File: config.mk
export PLATFORM = sky130hd
export DESIGN_NAME = edge_capture_unit_flat
export DESIGN_NICKNAME = d
export VERILOG_FILES = /design/src/rtl/edge_capture_unit_if.sv /design/src/rtl/edge_capture_unit.sv /design/src/flat_wrapper.sv
export SDC_FILE = /design/constraint.sdc
export NUM_CORES = 1
export LEC_CHECK = 0
export BUFFER_PORTS_ARGS = -buffer_cell sky130_fd_sc_hd__buf_2
export CORE_MARGIN = 5
export CORE_UTILIZATION = 55
export CTS_CLUSTER_SIZE = 16
export DETAILED_ROUTE_END_ITERATION = 7
export PLACE_DENSITY = 0.81
export SYNTH_ARGS = -nofsm -noshare
export SYNTH_HDL_FRONTEND = slang
export SYNTH_SLANG_ARGS = --single-unit
File: constraint.sdc
create_clock -name clk -period 10.2 [get_ports clk]
set_input_delay 1.02 -clock clk [delete_from_list [all_inputs] [get_ports clk]]
set_output_delay 1.02 -clock clk [all_outputs]
set_load 0.1 [all_outputs]
File: src/rtl/edge_capture_unit_if.sv
`default_nettype none
// ============================================================================
//  Module      : edge_capture_unit_if
//  Description : Control/status bundle for edge_capture_unit; master drives
//                the controls, slave (the capture unit) returns edge status.
//  Revision    : 1.0
// ============================================================================
interface edge_capture_unit_if #(
    parameter int WIDTH = 8,
    parameter int CNT_W = 16
);
    logic             en;
    logic [1:0]       mode;
    logic [WIDTH-1:0] din;
    logic [WIDTH-1:0] clr;
    logic [WIDTH-1:0] irq_mask;
    logic             count_clr;
    logic [WIDTH-1:0] pulse;
    logic [WIDTH-1:0] sticky;
    logic             irq;
    logic [CNT_W-1:0] evt_count;
    logic             ovf;

    modport master (
        output en, mode, din, clr, irq_mask, count_clr,
        input  pulse, sticky, irq, evt_count, ovf
    );

    modport slave (
        input  en, mode, din, clr, irq_mask, count_clr,
        output pulse, sticky, irq, evt_count, ovf
    );
endinterface
`default_nettype wire

File: src/rtl/edge_capture_unit.sv
`default_nettype none
// ============================================================================
//  Module      : edge_capture_unit
//  Description : Multi-channel rising/falling edge detector with one-cycle
//                pulses, W1C sticky flags, irq summary and saturating event
//                counter. Define EDGE_CAPTURE_SYNC_EN to add a 2-flop din
//                synchroniser with a priming fill delay.
//  Revision    : 1.0
// ============================================================================
module edge_capture_unit #(
    parameter int WIDTH = 8,
    parameter int CNT_W = 16
) (
    input wire            clk,
    input wire            rst_n,
    edge_capture_unit_if.slave bus
);
    localparam logic [CNT_W-1:0] c_CNT_MAX = {CNT_W{1'b1}};

    logic [WIDTH-1:0] w_din;
    logic             w_fill_done;

`ifdef EDGE_CAPTURE_SYNC_EN
    logic [WIDTH-1:0] r_sync1;
    logic [WIDTH-1:0] r_sync2;
    logic [1:0]       r_fill;

    // Fill counter keeps priming off until the synchroniser holds real samples
    always_ff @(posedge clk or negedge rst_n) begin
        if (!rst_n) begin
            r_sync1 <= '0;
            r_sync2 <= '0;
            r_fill  <= 2'd0;
        end else begin
            r_sync1 <= bus.din;
            r_sync2 <= r_sync1;
            if (r_fill != 2'd2) begin
                r_fill <= r_fill + 2'd1;
            end
        end
    end

    assign w_din       = r_sync2;
    assign w_fill_done = (r_fill == 2'd2);
`else
    assign w_din       = bus.din;
    assign w_fill_done = 1'b1;
`endif

    logic [WIDTH-1:0] r_prev;
    logic             r_primed;
    logic [WIDTH-1:0] r_pulse;
    logic [WIDTH-1:0] r_sticky;
    logic [CNT_W-1:0] r_count;
    logic             r_ovf;

    logic [WIDTH-1:0] w_rise;
    logic [WIDTH-1:0] w_fall;
    logic [WIDTH-1:0] w_det;
    logic [CNT_W-1:0] w_pc;
    logic [CNT_W:0]   w_sum;

    assign w_rise = w_din & ~r_prev;
    assign w_fall = ~w_din & r_prev;

    always_comb begin
        w_det = '0;
        if (bus.en && r_primed) begin
            w_det = (bus.mode[0] ? w_rise : '0) | (bus.mode[1] ? w_fall : '0);
        end
    end

    always_comb begin
        w_pc = '0;
        for (int i = 0; i < WIDTH; i++) begin
            w_pc = w_pc + {{(CNT_W-1){1'b0}}, w_det[i]};
        end
    end

    // One extra bit so a wrap is visible as saturation rather than lost
    assign w_sum = {1'b0, r_count} + {1'b0, w_pc};

    always_ff @(posedge clk or negedge rst_n) begin
        if (!rst_n) begin
            r_prev   <= '0;
            r_primed <= 1'b0;
            r_pulse  <= '0;
            r_sticky <= '0;
        end else begin
            r_prev   <= w_din;
            r_primed <= r_primed | (bus.en & w_fill_done);
            r_pulse  <= w_det;
            r_sticky <= (r_sticky & ~bus.clr) | w_det;
        end
    end

    always_ff @(posedge clk or negedge rst_n) begin
        if (!rst_n) begin
            r_count <= '0;
            r_ovf   <= 1'b0;
        end else if (bus.count_clr) begin
            r_count <= w_pc;
            r_ovf   <= 1'b0;
        end else if (w_sum[CNT_W]) begin
            r_count <= c_CNT_MAX;
            r_ovf   <= 1'b1;
        end else begin
            r_count <= w_sum[CNT_W-1:0];
        end
    end

    assign bus.pulse     = r_pulse;
    assign bus.sticky    = r_sticky;
    assign bus.irq       = |(r_sticky & bus.irq_mask);
    assign bus.evt_count = r_count;
    assign bus.ovf       = r_ovf;

endmodule
`default_nettype wire

File: src/flat_wrapper.sv
// flat-port wrapper written by rule: the top's interface ports become plain ports
module edge_capture_unit_flat 
#(
    parameter int WIDTH = 8,
    parameter int CNT_W = 16
)
  (clk, rst_n, bus_en, bus_mode, bus_din, bus_clr, bus_irq_mask, bus_count_clr, bus_pulse, bus_sticky, bus_irq, bus_evt_count, bus_ovf);
  edge_capture_unit_if #(.WIDTH(WIDTH), .CNT_W(CNT_W)) bus_i ();
  input wire clk;
  input wire rst_n;
  input wire logic [$bits(bus_i.en)-1:0] bus_en;
  input wire logic [$bits(bus_i.mode)-1:0] bus_mode;
  input wire logic [$bits(bus_i.din)-1:0] bus_din;
  input wire logic [$bits(bus_i.clr)-1:0] bus_clr;
  input wire logic [$bits(bus_i.irq_mask)-1:0] bus_irq_mask;
  input wire logic [$bits(bus_i.count_clr)-1:0] bus_count_clr;
  output wire logic [$bits(bus_i.pulse)-1:0] bus_pulse;
  output wire logic [$bits(bus_i.sticky)-1:0] bus_sticky;
  output wire logic [$bits(bus_i.irq)-1:0] bus_irq;
  output wire logic [$bits(bus_i.evt_count)-1:0] bus_evt_count;
  output wire logic [$bits(bus_i.ovf)-1:0] bus_ovf;
  assign bus_i.en = bus_en;
  assign bus_i.mode = bus_mode;
  assign bus_i.din = bus_din;
  assign bus_i.clr = bus_clr;
  assign bus_i.irq_mask = bus_irq_mask;
  assign bus_i.count_clr = bus_count_clr;
  assign bus_pulse = bus_i.pulse;
  assign bus_sticky = bus_i.sticky;
  assign bus_irq = bus_i.irq;
  assign bus_evt_count = bus_i.evt_count;
  assign bus_ovf = bus_i.ovf;
  edge_capture_unit #(.WIDTH(WIDTH), .CNT_W(CNT_W)) u_core (.clk(clk), .rst_n(rst_n), .bus(bus_i));
endmodule
=== Word-level counts from Yosys, hierarchy flattened ===
Cells that the tools add are included.

* $add $sub $neg: 8
* Multipliers: 0
* Div/mod/pow operators: 0
* Order comparisons: 0
* Eq/ne operators: 0
* Shift operators: 0
* Multiplexer cells: 7
* Bitwise logic cells: 10
* Reduce and logical (&&, ||, !) cells: 3

{| class="wikitable"
|+ Operators with widths
! operator !! count
|-
| adder 16 x 1 -> 16 bit || 6
|-
| AND 8 bit || 4
|-
| two-way mux 16 bit || 2
|-
| two-way mux 8 bit || 3
|-
| inverter 8 bit || 3
|-
| adder 16 x 16 -> 17 bit || 1
|-
| bitwise OR 8 bit || 2
|-
| OR reduction 8 bit || 1
|-
| adder 1 x 1 -> 2 bit || 1
|-
| two-way mux 1 bit || 2
|-
| nonzero test 2 bit || 1
|-
| logical AND 1 bit || 1
|-
| bitwise OR 1 bit || 1
|}

* Bits in registers: 42
* Latch bits: 0
* RAM bits: 0
* ROM bits: 0
* Output and inout port bits: 34
* Word-level logic and storage cells: 34
* Memories kept: 0

=== Depth between registers and ports, before layout ===
Gate-level depths: netlist of run 1.

* Depth in word-level cells: 15
* Gate-level depth with buffers: 17
* Depth with buffers taken out: 15

=== Least setup slack after synthesis of run 1 ===
OpenSTA, ideal clock, no wires.

* Path kind: input to register
* Start point: input bus_mode[1]
* End point: register u_core.r_count[2] (netlist: u_core.bus.evt_count[2])
* Arrival time: 5241 ps
* Setup slack: 4878 ps
* Cell stages on the path: 15
* Buffers on the path: 2
* Path through: clkbuf_1 nand3b_1 a21oi_1 ha_1 inv_1 fa_1 fa_1 fa_1 fa_1 fa_1 nand2b_2 a21o_1 or4_4 buf_6 a31oi_1

* Cells in the longest elaborated chain, start to end: 13

{| class="wikitable"
|+ RTL lines
! element !! line !! text
|-
| from (decl) || flat_wrapper.sv:12 || <nowiki>input wire logic [$bits(bus_i.mode)-1:0] bus_mode;</nowiki>
|-
| two-way mux 8 bit (*) || edge_capture_unit.sv:69 || <nowiki>w_det = (bus.mode[0] ? w_rise : '0) | (bus.mode[1] ? w_fall : '0);</nowiki>
|-
| bitwise OR 8 bit (*) || edge_capture_unit.sv:69 ||
|-
| two-way mux 8 bit (*) || edge_capture_unit.sv:68 || <nowiki>if (bus.en && r_primed) begin</nowiki>
|-
| named net u_core.w_det[0] || edge_capture_unit.sv:59 || <nowiki>logic [WIDTH-1:0] w_det;</nowiki>
|-
| adder 1 x 1 -> 2 bit (*) || edge_capture_unit.sv:76 || <nowiki>w_pc = w_pc + {{(CNT_W-1){1'b0}}, w_det[i]};</nowiki>
|-
| adder 16 x 1 -> 16 bit (*) (6 in series) || edge_capture_unit.sv:76 ||
|-
| adder 16 x 16 -> 17 bit || edge_capture_unit.sv:81 || <nowiki>assign w_sum = {1'b0, r_count} + {1'b0, w_pc};</nowiki>
|-
| two-way mux 16 bit || edge_capture_unit.sv:104 || <nowiki>end else if (w_sum[CNT_W]) begin</nowiki>
|-
| two-way mux 16 bit (*) || edge_capture_unit.sv:101 || <nowiki>end else if (bus.count_clr) begin</nowiki>
|-
| to (signal assigned) || edge_capture_unit.sv:102 || <nowiki>r_count <= w_pc;</nowiki>
|-
| to (signal assigned) || edge_capture_unit.sv:105 || <nowiki>r_count <= c_CNT_MAX;</nowiki>
|-
| to (signal assigned) || edge_capture_unit.sv:108 || <nowiki>r_count <= w_sum[CNT_W-1:0];</nowiki>
|-
| to (decl) || edge_capture_unit.sv:54 || <nowiki>logic [CNT_W-1:0] r_count;</nowiki>
|}

Mark *: on every way through the listed nets, which the timed path passes. The rest lies on a longest branch.
A chain may end at the register's enable or synchronous reset.

=== Worst setup path after layout of run 1 ===
* Start point: input bus_en
* End point: register u_core.r_count[13] (netlist: u_core.bus.evt_count[13])

* Cells in the longest elaborated chain, start to end: 12

{| class="wikitable"
|+ RTL lines
! element !! line !! text
|-
| from (decl) || flat_wrapper.sv:11 || <nowiki>input wire logic [$bits(bus_i.en)-1:0] bus_en;</nowiki>
|-
| logical AND 1 bit (*) || edge_capture_unit.sv:68 ||
|-
| two-way mux 8 bit (*) || edge_capture_unit.sv:68 ||
|-
| named net u_core.w_det[1] || edge_capture_unit.sv:59 ||
|-
| adder 1 x 1 -> 2 bit (*) || edge_capture_unit.sv:76 ||
|-
| adder 16 x 1 -> 16 bit (*) (6 in series) || edge_capture_unit.sv:76 ||
|-
| adder 16 x 16 -> 17 bit || edge_capture_unit.sv:81 ||
|-
| two-way mux 16 bit || edge_capture_unit.sv:104 ||
|-
| two-way mux 16 bit (*) || edge_capture_unit.sv:101 ||
|}

Marks and branches as above.

==> reports/qor.yml, run 1 <==
status: "completed"
max_freq_mhz: 192
maxCapViolations: 0
post_layout_nonfiller_instances: 316
regArea_um2: 1050
yosysMostFrequentCell: "dfrtp_1"
grt_usage_pct: 20.7
synthSimpleGateAreaFrac_pct: 15.7
cts_tree: "yes"
drt_wl_total_um: 4980
slew_headroom_pct: 39.3
start_kind: "input port"
htreeDepth: 2
ctsHoldBuffers: 0
fin_util_pct: 69.2
hold_viol_final: 0
synth-seq-cells: 42
ys.flop_type: "dfrtp_1"
grt_overflow: 0
synth.largest_area_cell: "dfrtp_1"
post_drt_wl_per_cell_um: 15.8
synth-xor-area-share_pct: 2.47
muxShareOfSynthArea_pct: 0
cts_sinks: 42
ys_seq_area_share_pct: 49.3
numPortBuffers: 63
cts_resized: 0
synthCells: 203
start_util_pct: 57.3
cts_made_buffers: 5
cp_data_required_time_ns: 10.36
cts_setup_buffers: 0
r2r_end: "u_core.bus.evt_count[13]"
synthesis.area_um2: 2130
syn_to_final_growth_pct: 20.7
drt_first_pass_iters: 4
hp-class: "reg -> reg"
die_y_um: 72.2
r2r_slack_ns: 5.43
timing.rr.start: "u_core.r_primed"
syn-num-nets: 245
synth_edf_count: 0
drc_errors: 0
gp_congestion: 0.835
synth_fa_ha_area_share_pct: 8.81
arrival_ns: 5.37
antenna_found_initial: 0
crit_fanout: 12
ir_worst_vdd_v: 0.000106
grt_pass1_vias: 1740
min_from: "u_core.r_primed"
synth_top_family_by_area: "compound AO/OA/AOI/OAI gates"
synth-compound-area-share_pct: 17.6
whs_ns: 0.480
rsz0062_at_grt: "false"
ys_top_cells_by_area: "dfrtp_1 (49%), nand3b_1 (5.6%), fa_1 (4.7%)"
p_per_area_nw_per_um2: 176
synth_top_area_share_pct: 49.3
avgSynthCellArea_um2: 10.5
path_class: "in -> reg"
fin_setup_tns_ns: 0
multi_input_area_um2: 948
synth_warnings: 0
fp.dieArea_um2: 5220
tightestPinTransition_ns: 0.910
drt-initial-drc-count: 150
root_buffer: "clkbuf_8"
dpl.cell_count: 308
num_antenna_cells: 0
vias: 1791
worstHoldPathCells: 1
async_flop_share_pct: 100
fin_crit_ns: 5.22
viasPerCell: 5.67
total_power_mw: 0.452
reg2reg_depth: 14
hold_path_end: "u_core.r_primed"
layout-drive-gt1-share_pct: 28.0
grt_pass1_wl_um: 8300
yosys-top-cells-count: "dfrtp_1 (42), inv_1 (26), nand3b_1 (16)"
dieWidth_um: 72.2
ioPinCount: 64
layout.nets: 309
clock_latency_ns: 0.30
finalSetupViolCount: 0
cts_buffer_depth: 2
finalCritPeriodShare_pct: 51.1
fin_skew_ns: 0.00532
n_fill_cell: 297
path_clk_slew_ns: 0.08
slew_violations: 0
drtAntennaViolNets: 0
hpwl_um: 3720
p_leak_nw: 1.30
grt_max_degree: 43
ys_types: 41
rows: 22
cp-end-kind: "flip-flop"
coreArea_um2: 3720
area by class of cell:
cell class              instances  area share (%)
clock inverters                 2           0.487
inverters                      27            3.94
repair buffers                 63            12.3
clock buffers                   6            3.21
multi-input cells             128            36.9
well taps                      48            2.34
flip-flops and latches         42            40.9
flip-flops by register name, indices dropped and copies added, names as in the netlist:
register	count
u_core.bus.evt_count	16
u_core.bus.pulse	8
u_core.bus.sticky	8
u_core.r_prev	8
u_core.bus.ovf	1
u_core.r_primed	1
placed cells by master (no fill, tap or decap), types with 2 or more instances in the layout:
cell type,instances
buf_2,63
dfrtp_1,42
inv_1,26
nand3b_1,16
a21o_1,10
nand2_1,9
a31oi_1,9
o21ai_0,9
a21oi_1,8
ha_1,7
nor2_1,6
clkbuf_8,6
fa_1,5
xnor2_1,4
a22oi_1,4
o21a_1,3
nand3_1,3
nand4_1,3
or3_1,3
nor2b_1,2
nor3_1,2
nor4_1,2
o311ai_0,2
or4_1,2
o31ai_1,2
a2111oi_0,2
xor2_1,2
cells by family (layout without fill, tap and decap cells):
kind of cell	Yosys count	count (layout)
AND/OR/NAND/NOR	55	55
buffers and inverters	33	98
AO/OA/AOI/OAI	55	55
flip-flops	42	42
XOR/XNOR	6	6
adder cells (fa/ha/maj)	12	12
worst max-delay path by stage:
stage                 from                        to  slack (ns)  cells after the start
2_1_floorplan  bus_mode[1]   u_core.bus.evt_count[2]        4.88                     15
3_3_place_gp        bus_en   u_core.bus.evt_count[1]        4.75                     14
3_5_place_dp        bus_en  u_core.bus.evt_count[13]        4.68                     15
4_1_cts             bus_en   u_core.bus.evt_count[9]        5.01                     14
5_1_grt             bus_en  u_core.bus.evt_count[15]        4.62                     15
6_report            bus_en  u_core.bus.evt_count[13]        4.98                     15
per-layer routing:
| layer | vias up | share of wire (%) | track usage [%] |
|---|---|---|---|
| li1 | 850 | - | - |
| met1 | 862 | 46 | 29.0 |
| met2 | 69 | 47 | 31.1 |
| met3 | 10 | 5.4 | 4.02 |
| met4 | 0 | 1.9 | 9.19 |
| met5 | - | 0 | 0 |
critical path: stages:
cell and delay [ns]:
buf_2 0.08, nand2_1 0.17, a21oi_1 0.30, ha_1 0.29, inv_1 0.07, fa_1 0.42
fa_1 0.46, fa_1 0.41, fa_1 0.54, inv_1 0.07, ha_1 0.29, a211o_1 0.29
a21oi_1 0.61, or4b_2 0.25, o311ai_0 0.10
power breakdown:
| group | total, mW | switching, mW | internal, mW |
|---|---|---|---|
| Sequential | 0.185 | 0.00740 | 0.178 |
| Clock | 0.112 | 0.0575 | 0.0544 |
| Combinational | 0.155 | 0.119 | 0.0361 |
metrics by stage:
stage	area [µm²]	setup WS, ns
floorplan	2130	4.88
finish	2570	4.98
detailed placement	2480	4.68
global placement	2480	4.75
CTS	2570	5.01
global route	2570	4.62
Note: power is estimated with default switching activity, not from simulation.
==> run 2: changes to the inputs <==
--- a/config.mk
+++ b/config.mk
@@ -7,10 +7,10 @@
 export LEC_CHECK = 0
 export BUFFER_PORTS_ARGS = -buffer_cell sky130_fd_sc_hd__buf_2
 export CORE_MARGIN = 5
-export CORE_UTILIZATION = 55
+export CORE_UTILIZATION = 51
 export CTS_CLUSTER_SIZE = 16
 export DETAILED_ROUTE_END_ITERATION = 7
-export PLACE_DENSITY = 0.81
+export PLACE_DENSITY = 0.76
 export SYNTH_ARGS = -nofsm -noshare
 export SYNTH_HDL_FRONTEND = slang
 export SYNTH_SLANG_ARGS = --single-unit
==> constraint.sdc (replaced) <==
create_clock -name clk -period 4.9 [get_ports clk]
set_input_delay 0.49 -clock clk [delete_from_list [all_inputs] [get_ports clk]]
set_output_delay 0.49 -clock clk [all_outputs]
set_load 0.1 [all_outputs]
==> run 2 against run 1 <==
Clock power rose by 130%. Power rose by 120%. First-iteration DRC count fell by 47%. Die area rose by 6.7%. Combinational power rose by 120%. Largest cell class unchanged.
==> reports/qor.yml, run 2 (synthesized netlist as in run 1, its figures left out) <==
ctsHoldBuffers: 0
hold_path_end: "u_core.r_prev[1]"
hold_viol_final: 0
grt_max_degree: 43
max_freq_mhz: 216
finalSetupViolCount: 0
grt_usage_pct: 20.8
cts_made_buffers: 5
cts_resized: 0
crit_chain: "nand3b_1 -> a21oi_1 -> ha_1 -> inv_1 -> fa_1 -> fa_1 -> fa_1 -> fa_1 -> fa_1 -> nand2b_2 -> a21o_1 -> or4_4 -> a31oi_1"
drt-initial-drc-count: 80
cts_setup_buffers: 0
numPortBuffers: 63
htreeDepth: 2
layout-drive-gt1-share_pct: 29.8
layout.nets: 316
post_drt_wl_per_cell_um: 16.1
multi_input_area_um2: 948
num_antenna_cells: 0
ir_worst_vdd_v: 0.000217
largest_reg_flops: 16
dpl.cell_count: 317
slew_violations: 0
coreArea_um2: 4030
r2r_end: "u_core.bus.evt_count[1]"
critPathSlowestCell: "or4_4"
cp-end-kind: "flip-flop"
crit_family: "adder cells"
finalCritPeriodShare_pct: 94.6
root_buffer: "clkbuf_8"
min_from: "bus_din[1]"
dieWidth_um: 74.6
grt_pass1_vias: 1916
syn_to_final_growth_pct: 24.0
slew_headroom_pct: 38.2
fp.dieArea_um2: 5570
antenna_found_initial: 0
worstHoldPathCells: 1
hp-class: "in -> reg"
r2r_slack_ns: 0.27
whs_ns: 0.319
layout_commonest_cell: "buf_2"
cts_sinks: 42
path_depth: 13
rsz0062_at_grt: "false"
grt_overflow: 0
fin_setup_tns_ns: 0
die_y_um: 74.6
tightestPinTransition_ns: 0.927
regArea_um2: 1050
cpMostUsedCell: "fa_1"
drt_wl_total_um: 5220
viasPerCell: 5.47
gp_congestion: 0.823
most-common-layout-cells: "buf_2 (63), dfrtp_1 (42), inv_1 (26)"
path_class: "reg -> reg"
hpwl_um: 3970
crit_fanout: 11
cts_tree: "yes"
status: "completed"
fin_skew_ns: 0.00988
post_layout_nonfiller_instances: 325
timing.rr.start: "u_core.r_prev[1]"
rows: 23
path_clk_slew_ns: 0.08
crit_buf_inv: 1
cts_buffer_depth: 2
p_per_area_nw_per_um2: 370
drtAntennaViolNets: 0
p_leak_nw: 1.35
start_kind: "flip-flop"
arrival_ns: 4.84
drt_first_pass_iters: 4
maxCapViolations: 0
cp_data_required_time_ns: 5.11
n_fill_cell: 329
reg2reg_depth: 13
clock_latency_ns: 0.29
grt_pass1_wl_um: 8860
drc_errors: 0
fin_crit_ns: 4.63
start_util_pct: 52.9
max_stage_delay_ns: 0.62
ioPinCount: 64
vias: 1779
-- run 2: cell count changes in the layout (fill, tap and decap cells not counted), sizes merged --
cell / previous run / this run
buf: 63 / 70
clkinv: 2 / 1
clkinvlp: 1 / 0
clkbuf: 6 / 8
-- run 2: report_power, final --
group / leakage, nW / internal [mW] / switching [mW]
Clock: 0.0575 / 0.142 / 0.116
Combinational: 0.745 / 0.0815 / 0.254
Sequential: 0.545 / 0.370 / 0.0147
-- run 2: worst max-delay path by stage --
stage | end | slack (ns) | start
4_1_cts | u_core.bus.evt_count[1] | 0.25 | u_core.r_prev[1]
2_1_floorplan | u_core.bus.evt_count[2] | 0.11 | bus_mode[1]
5_1_grt | u_core.bus.evt_count[1] | 0.003 | u_core.r_prev[0]
3_5_place_dp | u_core.bus.evt_count[1] | 0.02 | bus_din[0]
3_3_place_gp | u_core.bus.evt_count[1] | 0.10 | bus_din[1]
6_report | u_core.bus.evt_count[1] | 0.27 | u_core.r_prev[1]
-- run 2: worst register-to-register path, cell delays in order, from the launching register on --
cell and delay, ns:
dfrtp_1 0.38, nand3b_1 0.15, a21oi_1 0.19, ha_1 0.26
inv_1 0.07, fa_1 0.42, fa_1 0.45, fa_1 0.41
fa_1 0.49, fa_1 0.44, nand2b_2 0.23, a21o_1 0.23
or4_4 0.62, a31oi_1 0.21
-- run 2: area by class of cell --
cell class | count | area share [%]
clock buffers | 8 | 4.17
inverters | 27 | 3.84
multi-input cells | 128 | 35.9
flip-flops and latches | 42 | 39.8
well taps | 50 | 2.37
repair buffers | 70 | 13.9
-- run 2: metrics by stage --
| stage | power, mW | utilization (%) | instance area, µm² | setup WS, ns |
|---|---|---|---|---|
| floorplan | 0.649 | - | 2130 | 0.108 |
| global placement | 0.720 | 62.8 | 2530 | 0.103 |
| detailed placement | 0.729 | 62.8 | 2530 | 0.0180 |
| CTS | 0.985 | 65.6 | 2640 | 0.254 |
| global route | 1.03 | 65.6 | 2640 | 0.00347 |
| finish | 0.979 | 65.6 | 2640 | 0.266 |
-- run 2: routing by layer --
layer | vias to the layer above | track usage (%) | routed length (µm)
li1 | 864 | - | -
met2 | 57 | 34.5 | 2420
met4 | 0 | 7.11 | 85
met5 | - | 0 | 0
met1 | 848 | 27.4 | 2320
met3 | 10 | 4.14 | 394
